[config.mk]
export PLATFORM = sky130hd
export DESIGN_NAME = ucnt
export DESIGN_NICKNAME = d
export VERILOG_FILES = /design/src/rtl/ucnt_pkg.sv /design/src/rtl/ucnt_next.sv /design/src/rtl/ucnt.sv
export SDC_FILE = /design/constraint.sdc
export NUM_CORES = 1
export LEC_CHECK = 0
export CORE_AREA = 2 2 49 51
export DETAILED_ROUTE_END_ITERATION = 16
export DIE_AREA = 0 0 51 53
export PLACE_DENSITY = 0.81
export SLEW_MARGIN = 10
export SYNTH_ARGS = -nofsm -noshare
export SYNTH_HDL_FRONTEND = slang
export SYNTH_HIERARCHICAL = 1
export SYNTH_SLANG_ARGS = --single-unit
[constraint.sdc]
create_clock -name ucnt_clk -period 2.7 [get_ports ucnt_clk]
set_input_delay 0.27 -clock ucnt_clk [delete_from_list [all_inputs] [get_ports ucnt_clk]]
set_output_delay 0.27 -clock ucnt_clk [all_outputs]
set_load 0.005 [all_outputs]
[src/rtl/ucnt_pkg.sv]
// Shared constants and helpers for the ucnt up/down counter and its bench.
package ucnt_pkg;

  localparam logic UCNT_DIR_UP   = 1'b1;
  localparam logic UCNT_DIR_DOWN = 1'b0;

  // Load values above the terminal count settle on the terminal count.
  function automatic longint unsigned ucnt_clamp(input longint unsigned val,
                                                 input longint unsigned max);
    return (val > max) ? max : val;
  endfunction

endpackage

[src/rtl/ucnt_next.sv]
// Combinational next-count and wrap-flag generator for ucnt.
// Saturating comparators are only built when UCNT_SAT_EN is defined.
module ucnt_next
  import ucnt_pkg::*;
#(
  parameter int unsigned       WIDTH = 8,
  parameter longint unsigned   MAX   = 255
) (
  input  logic [WIDTH-1:0] out,
  input  logic             dir,
  input  logic             sat,
  output logic [WIDTH-1:0] next,
  output logic             wrap
);

  localparam logic [WIDTH:0] MAX_X = (WIDTH+1)'(MAX);

  logic [WIDTH:0] cur;
  logic [WIDTH:0] up;
  logic [WIDTH:0] dn;
  logic           hold;

`ifdef UCNT_SAT_EN
  assign hold = sat;
`else
  logic unused_sat;
  assign unused_sat = sat;
  assign hold = 1'b0;
`endif

  // One extra bit lets MAX == 2**WIDTH-1 overflow and zero underflow be seen.
  always_comb begin
    cur  = {1'b0, out};
    up   = cur + (WIDTH+1)'(1);
    dn   = cur - (WIDTH+1)'(1);
    next = out;
    wrap = 1'b0;
    if (dir == UCNT_DIR_UP) begin
      if (up > MAX_X) begin
        if (!hold) begin
          next = '0;
          wrap = 1'b1;
        end
      end else begin
        next = up[WIDTH-1:0];
      end
    end else begin
      if (dn[WIDTH]) begin
        if (!hold) begin
          next = MAX_X[WIDTH-1:0];
          wrap = 1'b1;
        end
      end else begin
        next = dn[WIDTH-1:0];
      end
    end
  end

endmodule

[src/rtl/ucnt.sv]
// Parametrised up/down counter with load, registered wrap pulse and an
// optional saturating mode (UCNT_SAT_EN).
module ucnt
  import ucnt_pkg::*;
#(
  parameter int unsigned     WIDTH   = 8,
  parameter longint unsigned MAX     = (64'd1 << WIDTH) - 64'd1,
  parameter longint unsigned RST_VAL = 0
) (
  input  logic             ucnt_clk,
  input  logic             ucnt_rst,
  input  logic             ucnt_en,
  input  logic             ucnt_dir,
  input  logic             ucnt_load,
  input  logic [WIDTH-1:0] ucnt_load_val,
  input  logic             ucnt_sat,
  output logic [WIDTH-1:0] ucnt_out,
  output logic             ucnt_wrap,
  output logic             ucnt_zero
);

  if (WIDTH < 1 || WIDTH > 32) begin : g_bad_width
    $error("ucnt: WIDTH must be in 1..32");
  end
  if (MAX < 1) begin : g_bad_max_lo
    $error("ucnt: MAX must be >= 1");
  end
  if (MAX > (64'd1 << WIDTH) - 64'd1) begin : g_bad_max_hi
    $error("ucnt: MAX must be < 2**WIDTH");
  end
  if (RST_VAL > MAX) begin : g_bad_rst
    $error("ucnt: RST_VAL must be <= MAX");
  end

  logic [WIDTH-1:0] step_val;
  logic             step_wrap;
  logic [WIDTH-1:0] load_clamped;

  ucnt_next #(
    .WIDTH (WIDTH),
    .MAX   (MAX)
  ) u_next (
    .out  (ucnt_out),
    .dir  (ucnt_dir),
    .sat  (ucnt_sat),
    .next (step_val),
    .wrap (step_wrap)
  );

  assign load_clamped = WIDTH'(ucnt_clamp(64'(ucnt_load_val), MAX));

  always_ff @(posedge ucnt_clk) begin
    if (!ucnt_rst) begin
      ucnt_out  <= WIDTH'(RST_VAL);
      ucnt_wrap <= 1'b0;
    end else if (ucnt_load) begin
      ucnt_out  <= load_clamped;
      ucnt_wrap <= 1'b0;
    end else if (ucnt_en) begin
      ucnt_out  <= step_val;
      ucnt_wrap <= step_wrap;
    end else begin
      ucnt_wrap <= 1'b0;
    end
  end

  assign ucnt_zero = (ucnt_out == '0);

endmodule

==> metrics <==
top_reg_cell synth dfxtp_1; Tcrit/Tclk final 90.7%; Synth Area in Simple Gates a little under a third; status finished, final reports clean; Synth Area in Adders 3.55%; Final Hold Fails 0; GRT Overall Usage 20.7%; Die H 53 um; largest family of logic cells by synthesized area simple AND/OR/NAND/NOR gates; Seq/Total Area, Yosys approximately 17%; io pins 24; Leak between 0.0005 and 0.0006 uW; CTS Hold Bufs 0; Synth cell types 46; Required @ worst endpoint around 2900 ps; slew at the pin with the worst max-slew slack 571 ps; Worst Setup End Kind register; number of global-route vias before repair ~970; Max Freq between 400 and 500 MHz; YS warnings 6; TritonCTS clock tree yes; wire length per cell ~16 um; setup TNS 0 ps; # diodes 0; critical path class reg -> reg; MaxCap Viol Count 0; site row count 17; largest net degree at the start of global routing 18; Post-Syn Nets around 140; DPL Wire Length a little over 2 mm; Syn-to-layout area delta 25.2%; WL final 2.74 mm; postcts setup bufs 0; DP Area roughly 1300 um2; Resized cells post-CTS 0; design area 1320 um2; Post-Syn Instances around 130; Post-synth ARST share 0%; via/cell ratio around 6; Die ar. around 2700 um2; # clock sinks 9; GP Congestion around 0.85; deepest clock path buffer count 2; worst-case vdd ir drop about 0.32 mV; initial core utilization about half; fin crit period between 2000 and 2500 ps; Final #Nets roughly 170; family with the most delay on the worst path compound AO/OA/AOI/OAI gates; Syn Area/Cell ~8.3 um2; DRT iter0 DRCs 35; ratio of cells with drive above 1 in the final layout between 15 and 20%; H-tree depth 1; PwrDens 361 nW/um2; Worst setup SP type register; Crit-path slowest cell dfxtp_1; RSZ-0062 raised after global routing false; Max-slew headroom 61.8%; r2r setup slk approximately 250 ps; Clock Pin Slew Worst Setup and Hold Paths about 70 ps; Compound-Gate Fraction of Synth Area about a quarter; Num CTS Buffers 3; synthesized area 1060 um2; crit path cell chain inv_1, ha_1, and4bb_2, o211ai_1, o2bb2ai_2, o21ai_1, a22oi_1, mux2_4, o211a_1; Clock Skew between 1.5 and 2 ps; Worst Path Buf+Inv 1; Crit path arrival time between 2000 and 3000 ps; total grt overflow 0; most frequent cells in the layout clkdlybuf4s50_1, nand2b_1, nor2_1, nand2_1, dfxtp_1; initial antenna violation count 0; Post-synth EDFFs 0; Final Setup Violations 0; commonest non-fill, non-tap cell in the layout clkdlybuf4s50_1; IO Port Bufs 22; DRC 0; worst min-delay path class in -> reg; ANT nets after route 0; Seq cells post-synth 9; CORE AREA 2150 um2; root buffer cell clkbuf_4; setup ws final around 250 ps; worst hold slack 691 ps; xor/xnor share of the synthesized area 3.31%; first-pass GRT wire length around 4.3 mm; Max stage delay on crit path between 500 and 600 ps; die extent in x 51 um; post-synthesis mux area share 13.3%; router iterations before antenna repair 4; worst skew pair latency about 260 ps; worst slack at placement about 290 ps; peak fanout along the critical path 10; DR vias 1,061; Max Transition Viols Final 0
[metrics by stage]
stage,util (%),total power [uW],cells
6_report,61.6,478,176
5_1_grt,61.6,505,176
4_1_cts,61.6,479,176
3_5_place_dp,60.4,369,172
3_3_place_gp,60.4,363,172
2_1_floorplan,-,299,127
[worst reg2reg max path, stage by stage (launching register included)]
cell and delay (ps):
dfxtp_1 510, inv_1 100, ha_1 320, and4bb_2 240, o211ai_1 120, o2bb2ai_2 170, o21ai_1 250, a22oi_1 150
mux2_4 280, o211a_1 200
[registers in the layout, indices dropped and copies added, names as in the netlist]
signal,count
ucnt_wrap,1
ucnt_out,8
[synth_stat cells, types with 4 or more instances]
| master | count | area share [%] |
|---|---|---|
| dfxtp_1 | 9 | 17 |
| nand3_1 | 5 | 2.4 |
| nand2b_1 | 10 | 5.9 |
| inv_1 | 4 | 1.4 |
| nor2_1 | 9 | 3.2 |
| mux2_4 | 8 | 11 |
| nand2_1 | 9 | 3.2 |
| o211a_1 | 8 | 7.6 |
| buf_2 | 6 | 2.8 |
[report_power, final]
group	total, uW	switching, uW	internal, uW	leakage, uW
clock network	109	51.6	57.1	0.0000150
registers	167	23.8	143	0.0000747
logic	202	88.3	114	0.000481
[cells by family (layout without fill, tap and decap cells)]
kind of cell / count (synthesis) / count (layout)
compound gates: 31 / 31
xor+xnor: 4 / 4
fa+ha+maj: 3 / 3
buf+inv: 14 / 35
flops: 9 / 9
mux: 10 / 10
simple gates: 56 / 56
[cell type report]
cell class | count | area, um2
Clock buffer | 4 | 26.3
Fill cell | 190 | 825
Inverter | 4 | 15.0
Multi-Input combinational cell | 104 | 810
Sequential cell | 9 | 180
Tap cell | 28 | 35.0
Timing Repair Buffer | 27 | 258
[routing by layer]
layer / GRT usage [%] / part of all wire (%) / vias up
met2: 37.0 / 52 / 43
met5: 0 / 0 / -
met3: 4.24 / 4.7 / 2
met1: 24.7 / 43 / 499
met4: 6.76 / 0.51 / 0
li1: - / - / 517
[path summary, 6_finish.rpt]
path / startpoint / endpoint / depth (start not counted)
hold reg to reg: ucnt_out[0] / ucnt_out[0] / 3
setup reg to reg: ucnt_out[1] / ucnt_out[5] / 9
hold / removal: ucnt_load_val[0] / ucnt_out[0] / 3
setup / recovery: ucnt_out[1] / ucnt_out[5] / 9
No activity file was read; power rests on OpenSTA's default activity.
